**src/rtl/fpmul_shiftadd_core_if.sv**
```systemverilog
// rtl/fpmul_shiftadd_core_if.sv - start/done handshake and operand/result bundle for the multiplier core
interface fpmul_shiftadd_core_if #(
  parameter int W = 32
);
  logic         start;
  logic [W-1:0] in1;
  logic [W-1:0] in2;
  logic         busy;
  logic         done;
  logic [W-1:0] tmp_result;

  modport master (
    output start, in1, in2,
    input  busy, done, tmp_result
  );

  modport slave (
    input  start, in1, in2,
    output busy, done, tmp_result
  );
endinterface

```
**src/rtl/fpmul_shiftadd_core.sv**
```systemverilog
// rtl/fpmul_shiftadd_core.sv - sequential single-precision multiplier using a radix-2 shift-add loop
module fpmul_shiftadd_core #(
  parameter int EXP_W = 8,
  parameter int MAN_W = 23,
  parameter int BIAS  = 127
) (
  input  logic                  clk,
  input  logic                  rst,
  fpmul_shiftadd_core_if.slave  bus
);
  localparam int DW    = 1 + EXP_W + MAN_W;
  localparam int SIG_W = MAN_W + 1;
  localparam int ACC_W = 2 * SIG_W;
  localparam int EW    = EXP_W + 2;
  localparam int CNT_W = $clog2(SIG_W);
  localparam logic signed [EW-1:0] EXP_MAX = EW'((1 << EXP_W) - 1);
  localparam logic [CNT_W-1:0]     CNT_LAST = CNT_W'(SIG_W - 1);

  typedef enum logic [1:0] {S_IDLE, S_MUL, S_NORM, S_DONE} state_t;

  state_t                 r_state;
  logic                   r_sign;
  logic [SIG_W-1:0]       r_ma;
  logic [SIG_W-1:0]       r_mb;
  logic signed [EW-1:0]   r_exp;
  logic [ACC_W-1:0]       r_acc;
  logic [CNT_W-1:0]       r_cnt;
  logic                   r_busy;
  logic                   r_done;
  logic [DW-1:0]          r_result;
  logic [DW-1:0]          r_pend;

  logic [EXP_W-1:0]       w_ea;
  logic [EXP_W-1:0]       w_eb;
  logic [EW-1:0]          w_exp_in;
  logic                   w_top;
  logic [MAN_W-1:0]       w_man;
  logic signed [EW-1:0]   w_exp_n;
  logic [DW-1:0]          w_norm_res;

  assign w_ea     = bus.in1[DW-2 -: EXP_W];
  assign w_eb     = bus.in2[DW-2 -: EXP_W];
  // Biased sum minus one bias; two guard bits keep over/underflow visible as a signed value
  assign w_exp_in = {2'b00, w_ea} + {2'b00, w_eb} - EW'(BIAS);

  // Normalize the finished product and select the special-range encodings
  always_comb begin
    w_top      = r_acc[ACC_W-1];
    w_man      = w_top ? r_acc[ACC_W-2 -: MAN_W] : r_acc[ACC_W-3 -: MAN_W];
    w_exp_n    = w_top ? (r_exp + EW'(1)) : r_exp;
    w_norm_res = {r_sign, {(DW-1){1'b0}}};
    if (r_acc == '0) begin
      w_norm_res = {r_sign, {(DW-1){1'b0}}};
    end else if (w_exp_n >= EXP_MAX) begin
      w_norm_res = {r_sign, {EXP_W{1'b1}}, {MAN_W{1'b0}}};
    end else if (w_exp_n <= $signed(EW'(0))) begin
      w_norm_res = {r_sign, {(DW-1){1'b0}}};
    end else begin
      w_norm_res = {r_sign, w_exp_n[EXP_W-1:0], w_man};
    end
  end

  // Control FSM with registered busy/done/result outputs
  always_ff @(posedge clk) begin
    if (rst) begin
      r_state  <= S_IDLE;
      r_sign   <= 1'b0;
      r_ma     <= '0;
      r_mb     <= '0;
      r_exp    <= '0;
      r_acc    <= '0;
      r_cnt    <= '0;
      r_busy   <= 1'b0;
      r_done   <= 1'b0;
      r_result <= '0;
      r_pend   <= '0;
    end else begin
      r_done <= 1'b0;
      case (r_state)
        S_IDLE: begin
          if (bus.start) begin
            r_sign  <= bus.in1[DW-1] ^ bus.in2[DW-1];
            r_ma    <= {|w_ea, bus.in1[MAN_W-1:0]};
            r_mb    <= {|w_eb, bus.in2[MAN_W-1:0]};
            r_exp   <= w_exp_in;
            r_acc   <= '0;
            r_cnt   <= '0;
            r_busy  <= 1'b1;
            r_state <= S_MUL;
          end
        end
        S_MUL: begin
          if (r_mb[0]) begin
            r_acc <= r_acc + ({{SIG_W{1'b0}}, r_ma} << r_cnt);
          end
          r_mb  <= r_mb >> 1;
          r_cnt <= r_cnt + CNT_W'(1);
          if (r_cnt == CNT_LAST) begin
            r_state <= S_NORM;
          end
        end
        S_NORM: begin
          r_pend  <= w_norm_res;
          r_state <= S_DONE;
        end
        S_DONE: begin
          r_result <= r_pend;
          r_done   <= 1'b1;
          r_busy   <= 1'b0;
          r_state  <= S_IDLE;
        end
        default: r_state <= S_IDLE;
      endcase
    end
  end

  assign bus.busy       = r_busy;
  assign bus.done       = r_done;
  assign bus.tmp_result = r_result;
endmodule

```
**src/flat_wrapper.sv**
```systemverilog
// flat-port wrapper written by rule: the top's interface ports become plain ports
module fpmul_shiftadd_core_flat 
#(
  parameter int EXP_W = 8,
  parameter int MAN_W = 23,
  parameter int BIAS  = 127
)
  (clk, rst, bus_start, bus_in1, bus_in2, bus_busy, bus_done, bus_tmp_result);
  fpmul_shiftadd_core_if bus_i ();
  input  logic clk;
  input  logic rst;
  input wire logic [$bits(bus_i.start)-1:0] bus_start;
  input wire logic [$bits(bus_i.in1)-1:0] bus_in1;
  input wire logic [$bits(bus_i.in2)-1:0] bus_in2;
  output wire logic [$bits(bus_i.busy)-1:0] bus_busy;
  output wire logic [$bits(bus_i.done)-1:0] bus_done;
  output wire logic [$bits(bus_i.tmp_result)-1:0] bus_tmp_result;
  assign bus_i.start = bus_start;
  assign bus_i.in1 = bus_in1;
  assign bus_i.in2 = bus_in2;
  assign bus_busy = bus_i.busy;
  assign bus_done = bus_i.done;
  assign bus_tmp_result = bus_i.tmp_result;
  fpmul_shiftadd_core #(.EXP_W(EXP_W), .MAN_W(MAN_W), .BIAS(BIAS)) u_core (.clk(clk), .rst(rst), .bus(bus_i));
endmodule
```
**config.mk**
```make
export PLATFORM = sky130hd
export DESIGN_NAME = fpmul_shiftadd_core_flat
export DESIGN_NICKNAME = d
export VERILOG_FILES = /design/src/rtl/fpmul_shiftadd_core_if.sv /design/src/rtl/fpmul_shiftadd_core.sv /design/src/flat_wrapper.sv
export SDC_FILE = /design/constraint.sdc
export NUM_CORES = 1
export LEC_CHECK = 0
export BUFFER_PORTS_ARGS = -buffer_cell sky130_fd_sc_hd__buf_2
export CORE_MARGIN = 2
export CORE_UTILIZATION = 55
export CTS_CLUSTER_DIAMETER = 150
export DETAILED_ROUTE_END_ITERATION = 10
export GPL_ROUTABILITY_DRIVEN = 0
export HOLD_SLACK_MARGIN = 0.1
export PLACE_DENSITY = 0.83
export SYNTH_ARGS = -nofsm -noshare
export SYNTH_HDL_FRONTEND = slang
export SYNTH_SLANG_ARGS = --single-unit
```
**constraint.sdc**
```tcl
create_clock -name clk -period 4.8 [get_ports clk]
set_input_delay 1.2 -clock clk [delete_from_list [all_inputs] [get_ports clk]]
set_output_delay 1.2 -clock clk [all_outputs]
set_load 0.01 [all_outputs]
```
Yosys cells after proc, flatten, opt, wreduce, memory -nomap -nowiden --
Cells that the tools add are included.
Word-level totals: register bits after elaboration 180, output and inout bits 34, word-level logic and storage cells 56, input port bits 67
Cells by class: reduce and logical (&&, ||, !) cells 11, eq/ne operators 7, bitwise operators 1, $add $sub $neg 5, shift-type cells 1, order comparisons 2, muxes and demuxes 18
Operator list (count):
- $mux W48 | 2
- $pmux W48 S2 | 1
- $mux W31 | 3
- $add A48 B48 Y48 | 1
- $logic_not A48 Y1 | 1
- $pmux W24 S2 | 1
- $shl A24 B5 Y48 | 1
- $mux W24 | 1
- $mux W23 | 1
- $reduce_or A8 Y1 | 2
- $add A10 B2 Y10 const B | 1
- $ge A10 B9 Y1 const B | 1
- $le A10 B1 Y1 const B | 1
- $mux W10 | 1
- $pmux W5 S2 | 1
- $sub A10 B7 Y10 const B | 1
- $add A8 B8 Y9 | 1
- $pmux W2 S4 | 1
- $reduce_and A2 Y1 | 4
- $add A5 B1 Y5 const B | 1
- $eq A5 B5 Y1 const B | 1
- $mux W5 | 1
- $eq A2 B2 Y1 const B | 2
- $mux W2 | 2
- other kinds (9) | 12

Logic depth before layout (Yosys ltp) --
Gate-level depths: netlist of the first run.
depth in word-level cells 6, depth in mapped cells 22, gate-level depth less buffers 19

Least setup slack after synthesis of the first run --
OpenSTA, ideal clock, no wires.
path kind flip-flop to flip-flop, start point reg u_core.r_cnt[1], end point reg u_core.r_acc[43], required time 4.680 ns, path slack 1.050 ns, cell stages (with the launch flop) 18, setup time 0.120 ns, path buffers 3, data arrival time 3.630 ns, period minus slack after synthesis 3.750 ns, cells stage by stage dfxtp_1 buf_4 buf_2 clkbuf_1 mux4_2 mux2i_1 mux2_2 nor2_1 ha_1 a21oi_1 o21ai_1 o2bb2ai_1 or3_1 o22ai_2 o211ai_2 a21oi_2 o21ai_0 a211o_1
On the way: longest elaborated chain between the ends 4
Ends and longest elaborated chain:
- start: declaration | RTL line fpmul_shiftadd_core.sv:27 | logic [CNT_W-1:0] r_cnt;
- start signal: assignment | RTL line fpmul_shiftadd_core.sv:97 | r_cnt <= r_cnt + CNT_W'(1);
- $shl A24 B5 Y48 | RTL line fpmul_shiftadd_core.sv:94 | r_acc <= r_acc + ({{SIG_W{1'b0}}, r_ma} << r_cnt);
- $add A48 B48 Y48 | RTL line fpmul_shiftadd_core.sv:94
- $mux W48 | RTL line fpmul_shiftadd_core.sv:93 | if (r_mb[0]) begin
- $pmux W48 S2 | RTL line fpmul_shiftadd_core.sv:79 | case (r_state)
- end signal: assignment | RTL line fpmul_shiftadd_core.sv:94
- end: declaration | RTL line fpmul_shiftadd_core.sv:26 | logic [ACC_W-1:0] r_acc;
No other way between the ends. The select of a mux whose other input is x is not followed. A chain may end at the register's enable or synchronous reset.

Final worst setup path of the first run --
start point reg u_core.r_cnt[1], end point reg u_core.r_acc[44]
Same word-level chain as after synthesis.

==> summary.md, run 1 <==
| Metric | Value |
|---|---|
| P_sw | 1.83 mW |
| Vias in the first global route | 10100 |
| PortBufs | 100 |
| Worst Path Max Fanout | 16 |
| Final-report hold violation count | 0 |
| Mean Syn Cell Area | 8.03 um^2 |
| Pin count of the biggest net entering global routing | 85 |
| Top cells by count, synth | 180 x dfxtp_1, 174 x nand2_1, 172 x nor2_1 |
| Combinational Power Share | 0.335 |
| Synth Instances | 1441 |
| Vias per cell | 6.09 |
| CTS tree | yes |
| Yosys warnings | 0 |
| Worst slack at placement | 0.227 ns |
| WHS | 0.450 ns |
| Worst Hold Class | register to register |
| Part of the cycle the worst path needs | 0.922 |
| Multi-input gate area | 7520 um^2 |
| Worst Path Required | 5.13 ns |
| Rows | 53 |
| Root Buffer | clkbuf_16 |
| Top FF cell, synth | dfxtp_1 |
| Register Area | 3610 um^2 |
| Largest delay contributor family on the critical path | compound AO/OA/AOI/OAI gates |
| Final ANT Viol Nets | 0 |
| CTS H-tree depth | 4 |
| Total clock sinks | 180 |
| Cell area after synthesis | 11600 um^2 |
| Clock Tree Buf Depth | 2 |
| Reg2Reg Setup Slack | 0.37 ns |
| RSZ-0062 raised after global routing | no |
| Core area | 20800 um^2 |
| Final nets | 1616 |
| CP peak stage delay | 0.56 ns |
| Layout cells sized above 1 | 0.131 |
| GRT Util Overall | 0.267 |
| Post-route cell area | 12800 um^2 |
| Slowest stage cell, crit path | dfxtp_2 |
| Die Y | 149 um |
| Relative slew slack | 0.252 |
| Most common cell in the netlist | dfxtp_1 |
| Asr flop ratio synth | 0 |
| Sw frac | 0.366 |
| DRT Wirelength | 29.1 mm |
| Buf+Inv Stages, Crit Path | 2 |
| Synth Net Count | 1572 |
| Clock Pin Slew Worst Setup and Hold Paths | 0.07 ns |
| Max cap viols | 0 |
| Sequential fraction of design power | 0.371 |
| Flops & latches, synth | 180 |
| Skew-Pair Late Insertion Delay | 0.44 ns |
| Post-synth top area cell | dfxtp_1 |
| Post-DP Area | 12200 um^2 |
| Crit end category | register |
| Worst setup SP type | register |
| Starting Density | 0.556 |
| Setup_tns | 0 ns |
| Int Pwr | 3.17 mW |
| Worst Tran Pin Value | 1.12 ns |
| CP arrival | 4.76 ns |
| DIE AREA | 22200 um^2 |
| Final WS setup | 0.375 ns |
| Cells along the critical path | buf_4, mux2i_1, a21oi_1, a32o_1, o21ai_0, mux2i_1, ha_1, nand2_1, nor3_1, inv_1, o211ai_1, a31oi_1, o21ai_1, o211ai_1, a21o_1, a32o_1 |
| # IOs | 101 |
| Status | completed |
| Clock Power Share | 0.295 |
| Number of distinct library cells after synthesis | 77 |
| Fin util | 0.615 |
| Post-route DRC | 0 |
| 1st-pass router iterations | 7 |
| Critical path class | register to register |
| Vias | 10800 |
| Post-synth EDFFs | 0 |
| WL/cell | 16.4 um |
| First-pass GRT wire length | 48.6 mm |
| Setup repair bufs after CTS | 0 |
| Setup-failing EPs final | 0 |
| Minimum clock period | 4.43 ns |
| Leak Pwr | 5.07 nW |
| Slew Limit Fails | 0 |
| Synth top area share | 0.311 |
| Die X | 149 um |
| Post-DP HPWL | 21.8 mm |
| CTS Buf Count | 17 |
| Sequential share of the synthesized area | 0.311 |
| Antenna fix cells | 0 |
| Initial antenna violation count | 0 |
| Total grt overflow | 0 |
| Detailed Route Iter0 Violations | 1018 |
| P&R area growth vs syn | 10.7% |
| IR drop worst, VDD | 0.285 mV |
| Fill cells | 1779 |
| Fmax achieved | 0.226 GHz |
| Fin Clk Skew | 0.0133 ns |
| Pwr dens | 391 nW/um^2 |
| Synth area leaders | dfxtp_1 31%, mux2i_1 9.3%, ha_1 6.7% |
-- cell usage in the layout, fill, tap and decap left out, types with 24 or more instances in the layout --
master / Yosys / final
xnor2_1: 29 / 29
ha_1: 62 / 61
mux2i_1: 108 / 108
inv_1: 24 / 24
dfxtp_1: 180 / 177
nand3_1: 29 / 29
o21ai_0: 64 / 64
buf_2: 8 / 99
a211oi_1: 41 / 41
a21oi_1: 110 / 110
o21ai_1: 43 / 41
xor2_1: 32 / 32
a21o_1: 29 / 29
nor2_1: 172 / 172
nand2_1: 174 / 174
a22oi_1: 25 / 25
-- cell families (layout without fill, tap and decap cells) --
kind of cell             Yosys count  after routing  share of synthesized area
AO/OA/AOI/OAI                    400            400                      0.218
XOR/XNOR                          61             61                     0.0462
adder cells (fa/ha/maj)           64             64                     0.0705
buffers and inverters            116            173                     0.0404
flip-flops                       180            180                      0.311
multiplexers                     132            132                      0.126
AND/OR/NAND/NOR                  488            488                      0.187
-- power by group through the flow --
stage          clock [mW]  sequential (mW)  combinational, mW
2_1_floorplan           0             1.81               1.30
3_5_place_dp            0             1.88               1.64
5_1_grt              1.57             1.88               1.85
3_3_place_gp            0             1.87               1.60
4_1_cts              1.50             1.85               1.66
6_report             1.47             1.86               1.67
-- state kept, by name, indices dropped and copies added (netlist names), 2 cells and up --
register,count
u_core.r_exp,10
u_core.bus.tmp_result,32
u_core.r_ma,24
u_core.r_mb,24
u_core.r_state,2
u_core.r_cnt,5
u_core.r_pend,32
u_core.r_acc,48
-- metrics by stage --
stage | total power [mW] | std cells
after floorplan | 3.11 | 1441
after global placement | 3.47 | 1741
final | 5.00 | 1773
after CTS | 5.00 | 1773
after detailed placement | 3.52 | 1741
after global routing | 5.30 | 1773
-- cell type report --
type                       instances  area share
clock buffer                      19      0.0354
clock inverter                    13      0.0131
inverter                          25     0.00733
multi-input combinational       1145       0.587
sequential                       180       0.282
tap                              275      0.0269
timing repair buffer             116      0.0486
-- layer usage --
metal  global-route usage  routed length (um)  vias to the layer above
met5                    0                   0                        -
met4                0.107                1020                        0
met3               0.0627                2270                       99
met2                0.426               13100                      448
met1                0.350               12700                     4961
li1                     -                   -                     5296
-- tightest hold or removal path: cells and delay by family, from the launching register on --
| kind | cells | cell delay (ns) |
|---|---|---|
| DFF | 1 | 0.31 |
| and+or+nand+nor | 1 | 0.05 |
| AOI/OAI and AO/OA | 1 | 0.05 |
-- path summary, 6_finish.rpt --
| kind | from | end | cells past startpoint |
|---|---|---|---|
| worst min register to register | u_core.r_pend[14] | u_core.r_pend[14] | 2 |
| worst max-delay path | u_core.r_cnt[1] | u_core.r_acc[44] | 16 |
| worst max register to register | u_core.r_cnt[1] | u_core.r_acc[44] | 16 |
| worst min-delay path | u_core.r_pend[14] | u_core.r_pend[14] | 2 |
-- timing repair --
action	CTS	global route
gates resized for setup	0	2
setup endpoints to repair	0	6
hold buffers	0	0
Note: power is estimated with default switching activity, not from simulation.
==> run 2, diff against run 1 <==
- CTS_BUF_LIST: unset -> sky130_fd_sc_hd__clkbuf_4 sky130_fd_sc_hd__clkbuf_8
==> summary.md, run 2 (synthesis gave the netlist of run 1 again) <==
| Metric | Value |
|---|---|
| Pwr dens | 369 nW/um^2 (-5.7%) |
| Max reg flops | 48 (unchanged) |
| Antenna fix cells | 0 (unchanged) |
| # IOs | 101 (unchanged) |
| GRT Util Overall | 0.262 (-0.00540) |
| R2r startpoint | u_core.r_cnt[1] |
| Cells along the critical path | buf_4, nor2b_1, a211oi_1, a21oi_1, a21oi_1, mux2_2, nor2_1, ha_1, nand2_1, nor4_1, a21boi_1, o211ai_1, a31oi_1, o21ai_1, a21o_1, a32o_1 |
| DIE AREA | 22200 um^2 (unchanged) |
| Root Buffer | clkbuf_8 |
| Vias in the first global route | 10000 (-0.55%) |
| Post-route DRC | 0 (unchanged) |
| Clock Tree Buf Depth | 2 (unchanged) |
| Minimum clock period | 4.48 ns (+0.0546 ns) |
| P&R area growth vs syn | 9.02% |
| Critical path class | register to register |
| Sequential fraction of design power | 0.398 (+0.027) |
| Setup repair bufs after CTS | 0 (unchanged) |
| Vias | 10800 (+0.12%) |
| Non-Filler Instances | 1773 (unchanged) |
| R2R cell count | 16 (unchanged) |
| Largest delay contributor family on the critical path | compound AO/OA/AOI/OAI gates |
| Slew Limit Fails | 0 (unchanged) |
| Vias per cell | 6.10 (+0.12%) |
| Slowest stage cell, crit path | dfxtp_2 |
| Most frequent cells in the layout | 177 x dfxtp_1, 174 x nand2_1, 172 x nor2_1, 110 x a21oi_1, 108 x mux2i_1 |
| Worst Path Max Fanout | 16 (unchanged) |
| CTS tree | yes |
| Starting Density | 0.556 (unchanged) |
| Final-report hold violation count | 0 (unchanged) |
| Fill cells | 1816 (+2.1%) |
| Int Pwr | 2.87 mW (-9.6%) |
| Fin util | 0.606 (-0.00919) |
| Crit path depth | 16 (unchanged) |
| Sw frac | 0.384 (+0.0175) |
| CTS H-tree depth | 4 (unchanged) |
| Part of the cycle the worst path needs | 0.933 (+0.0114) |
| CP arrival | 4.85 ns (+0.09 ns) |
| Core area | 20800 um^2 (unchanged) |
| Hold Path End | u_core.r_pend[21] |
| CTS Hold Bufs | 0 (unchanged) |
| Buf+Inv Stages, Crit Path | 1 (-1) |
| Largest Register | u_core.r_acc |
| Total clock sinks | 180 (unchanged) |
| Layout cells sized above 1 | 0.131 (unchanged) |
| 1st-pass router iterations | 7 (unchanged) |
| CP peak stage delay | 0.57 ns (about the same) |
| P_sw | 1.79 mW (-2.6%) |
| Fin Clk Skew | 0.0182 ns (+0.00495 ns) |
| First-pass GRT wire length | 48.0 mm (-1.3%) |
| Clock Power Share | 0.242 (-0.053) |
| Fmax achieved | 0.223 GHz (-1.2%) |
| Setup-failing EPs final | 0 (unchanged) |
| Initial antenna violation count | 0 (unchanged) |
| Final ANT Viol Nets | 0 (unchanged) |
| RSZ-0062 raised after global routing | no |
| Worst hold stages | 2 (unchanged) |
| Final nets | 1616 (unchanged) |
| Die X | 149 um (unchanged) |
| Worst Tran Pin Value | 1.11 ns (-0.0123 ns) |
| Reg2Reg Setup Slack | 0.32 ns (-0.05 ns) |
| PortBufs | 100 (unchanged) |
| Most common cell after layout, fill and taps aside | dfxtp_1 |
| Clock Pin Slew Worst Setup and Hold Paths | 0.10 ns (+0.03 ns) |
| Combinational Power Share | 0.360 (+0.025) |
| Die Y | 149 um (unchanged) |
| Worst Hold Class | register to register |
| IR drop worst, VDD | 0.312 mV (+9.3%) |
| Most frequent cell on the critical path | a21oi_1 |
| Relative slew slack | 0.260 (+0.00823) |
| Worst setup SP type | register |
| Skew-Pair Late Insertion Delay | 0.48 ns (+0.04 ns) |
| Post-DP HPWL | 21.8 mm (unchanged) |
| CTS Buf Count | 17 (unchanged) |
| Detailed Route Iter0 Violations | 971 (-4.6%) |
| Crit end category | register |
| WL/cell | 16.3 um (-0.86%) |
| Worst r2r dst | u_core.r_acc[41] |
| Status | completed |
| Max cap viols | 0 (unchanged) |
| DRT Wirelength | 28.9 mm (-0.86%) |
| DP Cell Count | 1741 (unchanged) |
| Leak Pwr | 4.98 nW (-1.7%) |
| Min-delay src | u_core.r_pend[21] |
| Rows | 53 (unchanged) |
| Worst Path Required | 5.17 ns (+0.04 ns) |
| Setup_tns | 0 ns (unchanged) |
| Pin count of the biggest net entering global routing | 85 (unchanged) |
| Total grt overflow | 0 (unchanged) |
-- run 2: timing repair --
action,CTS,global route
endpoints found under the hold margin,0,0
endpoints found under the setup margin,0,7
gates resized for setup,0,2
-- run 2: power by group through the flow --
stage	logic, mW	clock network [mW]	registers [mW]
6_report	1.67	1.13	1.85
5_1_grt	1.85	1.20	1.88
4_1_cts	1.65	1.14	1.85
3_5_place_dp	1.64	0	1.88
3_3_place_gp	1.60	0	1.87
2_1_floorplan	1.30	0	1.81
-- run 2: metal layers --
layer,GRT usage,wire length [um]
met1,0.348,12800
met2,0.409,12900
met3,0.0578,2190
met4,0.116,1020
met5,0,0
-- run 2: cell type report --
cell class,instances,area (um^2),area share
Multi-Input combinational cell,1145,7520,0.596
Sequential cell,180,3610,0.286
Timing Repair Buffer,116,623,0.0494
Tap cell,275,344,0.0273
Clock buffer,19,262,0.0207
Clock inverter,13,168,0.0133
Inverter,25,93.8,0.00744
-- run 2: worst max-delay path by stage --
stage | start | endpoint | slack [ns]
finish | u_core.r_cnt[1] | u_core.r_acc[41] | 0.32
global route | u_core.r_cnt[1] | u_core.r_acc[45] | 0.09
CTS | u_core.r_cnt[1] | u_core.r_acc[41] | 0.19
detailed placement | u_core.r_cnt[1] | u_core.r_acc[41] | 0.23
global placement | u_core.r_cnt[0] | u_core.r_acc[43] | 0.45
floorplan | u_core.r_cnt[1] | u_core.r_acc[43] | 1.05
-- run 2: through the flow --
step / hold slack (ns) / power (mW) / setup slack (ns) / cell area (um^2)
after global placement: 0.436 / 3.47 / 0.449 / 12200
after global routing: 0.478 / 4.93 / 0.0859 / 12600
final: 0.455 / 4.65 / 0.320 / 12600
after detailed placement: 0.445 / 3.52 / 0.227 / 12200
after CTS: 0.458 / 4.64 / 0.191 / 12600
after floorplan: 0.425 / 3.11 / 1.05 / 11600
-- run 2: worst min-delay path, stage by stage (launching register included) --
cell     delay, ns
dfxtp_1       0.32
nand2_1       0.05
o21ai_1       0.05
==> run 3, diff against run 2 <==
==> constraint.sdc (replaced) <==
create_clock -name clk -period 4.8 [get_ports clk]
set_input_delay 0.72 -clock clk [delete_from_list [all_inputs] [get_ports clk]]
set_output_delay 0.72 -clock clk [all_outputs]
set_load 0.01 [all_outputs]
==> summary.md, run 3 (synthesis gave the netlist of run 1 again) <==
| Metric | Value |
|---|---|
| Min-delay src | u_core.r_pend[10] |
| Pwr dens | 356 nW/um^2 (-3.3%) |
| CTS tree | yes |
| CP arrival | 4.86 ns (about the same) |
| P&R area growth vs syn | 8.62% |
| CP peak stage delay | 0.57 ns (about the same) |
| Vias | 10600 (-2.1%) |
| Clock Pin Slew Worst Setup and Hold Paths | 0.09 ns (about the same) |
| RSZ-0062 raised after global routing | no |
| Fin Clk Skew | 0.0206 ns (+0.00235 ns) |
| Worst Path Max Fanout | 11 (-5) |
| Post-DP HPWL | 21.6 mm (-0.72%) |
| Post-route DRC | 0 (unchanged) |
| Worst Hold Class | register to register |
| Reg2Reg Setup Slack | 0.31 ns (about the same) |
| Skew-Pair Late Insertion Delay | 0.47 ns (about the same) |
| Status | completed |
| Vias per cell | 5.96 (-2.3%) |
| # IOs | 101 (unchanged) |
| 1st-pass router iterations | 8 (+1) |
| Setup_tns | 0 ns (unchanged) |
| CTS H-tree depth | 4 (unchanged) |
| Die Y | 149 um (unchanged) |
| IR drop worst, VDD | 0.312 mV (about the same) |
| CTS Buf Count | 17 (unchanged) |
| R2R cell count | 15 (-1) |
| Part of the cycle the worst path needs | 0.936 (+0.00295) |
| Worst Tran Pin Value | 1.03 ns (-0.0733 ns) |
| Vias in the first global route | 9805 (-2.1%) |
| Clock Tree Buf Depth | 2 (unchanged) |
| PortBufs | 100 (unchanged) |
| Setup-failing EPs final | 0 (unchanged) |
| Slowest stage cell, crit path | mux4_2 |
| Largest delay contributor family on the critical path | compound AO/OA/AOI/OAI gates |
| R2r startpoint | u_core.r_cnt[0] |
| DRT Wirelength | 28.5 mm (-1.3%) |
| Most common cell after layout, fill and taps aside | dfxtp_1 |
| Final-report hold violation count | 0 (unchanged) |
| Fill cells | 1800 (-0.88%) |
| Total grt overflow | 0 (unchanged) |
| DP Cell Count | 1744 (+0.17%) |
| Most frequent cell on the critical path | nand2_1 |
| Worst r2r dst | u_core.r_acc[45] |
| Post-DP Area | 12200 um^2 (+0.19%) |
| Rows | 53 (unchanged) |
| Minimum clock period | 4.49 ns (+0.0142 ns) |
| Final ANT Viol Nets | 0 (unchanged) |
| First-pass GRT wire length | 47.3 mm (-1.3%) |
| Slew Limit Fails | 0 (unchanged) |
| Layout cells sized above 1 | 0.133 (+0.00174) |
| Worst Path Required | 5.17 ns (about the same) |
| Most frequent cells in the layout | 178 x dfxtp_1, 174 x nand2_1, 172 x nor2_1, 110 x a21oi_1, 108 x mux2i_1 |
| Largest Register | u_core.r_acc |
| Hold Path End | u_core.r_pend[10] |
| Setup repair bufs after CTS | 0 (unchanged) |
| Relative slew slack | 0.312 (+0.0517) |
| Critical path class | register to register |
| CTS Hold Bufs | 0 (unchanged) |
| Fmax achieved | 0.223 GHz (-0.32%) |
| Max reg flops | 48 (unchanged) |
| Pin count of the biggest net entering global routing | 86 (+1.2%) |
| Final nets | 1619 (+0.19%) |
| Post-route cell area | 12600 um^2 (-0.37%) |
| Die X | 149 um (unchanged) |
| Non-Filler Instances | 1776 (+0.17%) |
| PostCTS Resize Cnt | 0 (unchanged) |
| Total clock sinks | 180 (unchanged) |
| Max cap viols | 0 (unchanged) |
| Cells along the critical path | buf_4, mux4_2, mux2i_1, nand2_1, o21ai_0, o22ai_1, ha_1, nand2_1, nor4_1, a21boi_2, o211ai_1, a31oi_1, o21ai_1, a21o_1, a32o_1 |
| Initial antenna violation count | 0 (unchanged) |
| WL/cell | 16.1 um (-1.5%) |
| Worst hold stages | 2 (unchanged) |
| DIE AREA | 22200 um^2 (unchanged) |
| Fin util | 0.604 (-0.00222) |
| Core area | 20800 um^2 (unchanged) |
| Leak Pwr | 4.96 nW (-0.39%) |
| Starting Density | 0.556 (unchanged) |
| GRT Util Overall | 0.259 (-0.00236) |
| Antenna fix cells | 0 (unchanged) |
| Root Buffer | clkbuf_8 |
| Buf+Inv Stages, Crit Path | 1 (unchanged) |
| Detailed Route Iter0 Violations | 957 (-1.4%) |
| Crit end category | register |
| Worst setup SP type | register |
run 3: area by class of cell:
cell class / count / area, um^2 / area share
Multi-Input combinational cell: 1145 / 7520 / 0.598
Tap cell: 275 / 344 / 0.0274
Timing Repair Buffer: 119 / 646 / 0.0514
Inverter: 25 / 93.8 / 0.00746
Clock inverter: 10 / 73.8 / 0.00587
Sequential cell: 180 / 3610 / 0.287
Clock buffer: 22 / 284 / 0.0226
run 3: per-stage QoR:
stage	setup slack (ns)	power (mW)	hold slack [ns]
after CTS	0.266	4.48	0.452
final	0.306	4.48	0.452
after global placement	0.531	3.47	0.439
after floorplan	1.05	3.11	0.425
after detailed placement	0.291	3.53	0.444
after global routing	0.00933	4.77	0.462
run 3: how the worst max path moves through the flow:
stage | start | endpoint | slack (ns) | cells after the start
after global placement | u_core.r_cnt[1] | u_core.r_acc[45] | 0.53 | 16
after floorplan | u_core.r_cnt[1] | u_core.r_acc[43] | 1.05 | 17
after detailed placement | u_core.r_cnt[1] | u_core.r_acc[45] | 0.29 | 15
after global routing | u_core.r_cnt[0] | u_core.r_acc[45] | 0.009 | 15
after CTS | u_core.r_cnt[1] | u_core.r_acc[45] | 0.27 | 16
final | u_core.r_cnt[0] | u_core.r_acc[45] | 0.31 | 15
run 3: layer usage:
| layer | track usage | vias up | part of all wire |
|---|---|---|---|
| met5 | 0 | - | 0 |
| met4 | 0.102 | 0 | 0.034 |
| met1 | 0.346 | 4833 | 0.45 |
| met3 | 0.0544 | 75 | 0.073 |
| met2 | 0.411 | 387 | 0.44 |
| li1 | - | 5295 | - |
run 3: worst reg2reg max path: cells and delay by family (launching register included):
kind,cells,cell delay [ns]
muxes,2,0.81
adders and majority gates,1,0.42
and+or+nand+nor,3,0.66
DFF,1,0.54
buffers and inverters,1,0.29
AOI/OAI and AO/OA,8,1.67
run 3: power breakdown:
group / internal [mW] / total [mW] / switching (mW) / leakage (nW)
Combinational: 0.643 / 1.68 / 1.04 / 3.32
Clock: 0.407 / 0.957 / 0.550 / 0.184
Sequential: 1.68 / 1.84 / 0.164 / 1.46
Total: 2.73 / 4.48 / 1.75 / 4.96
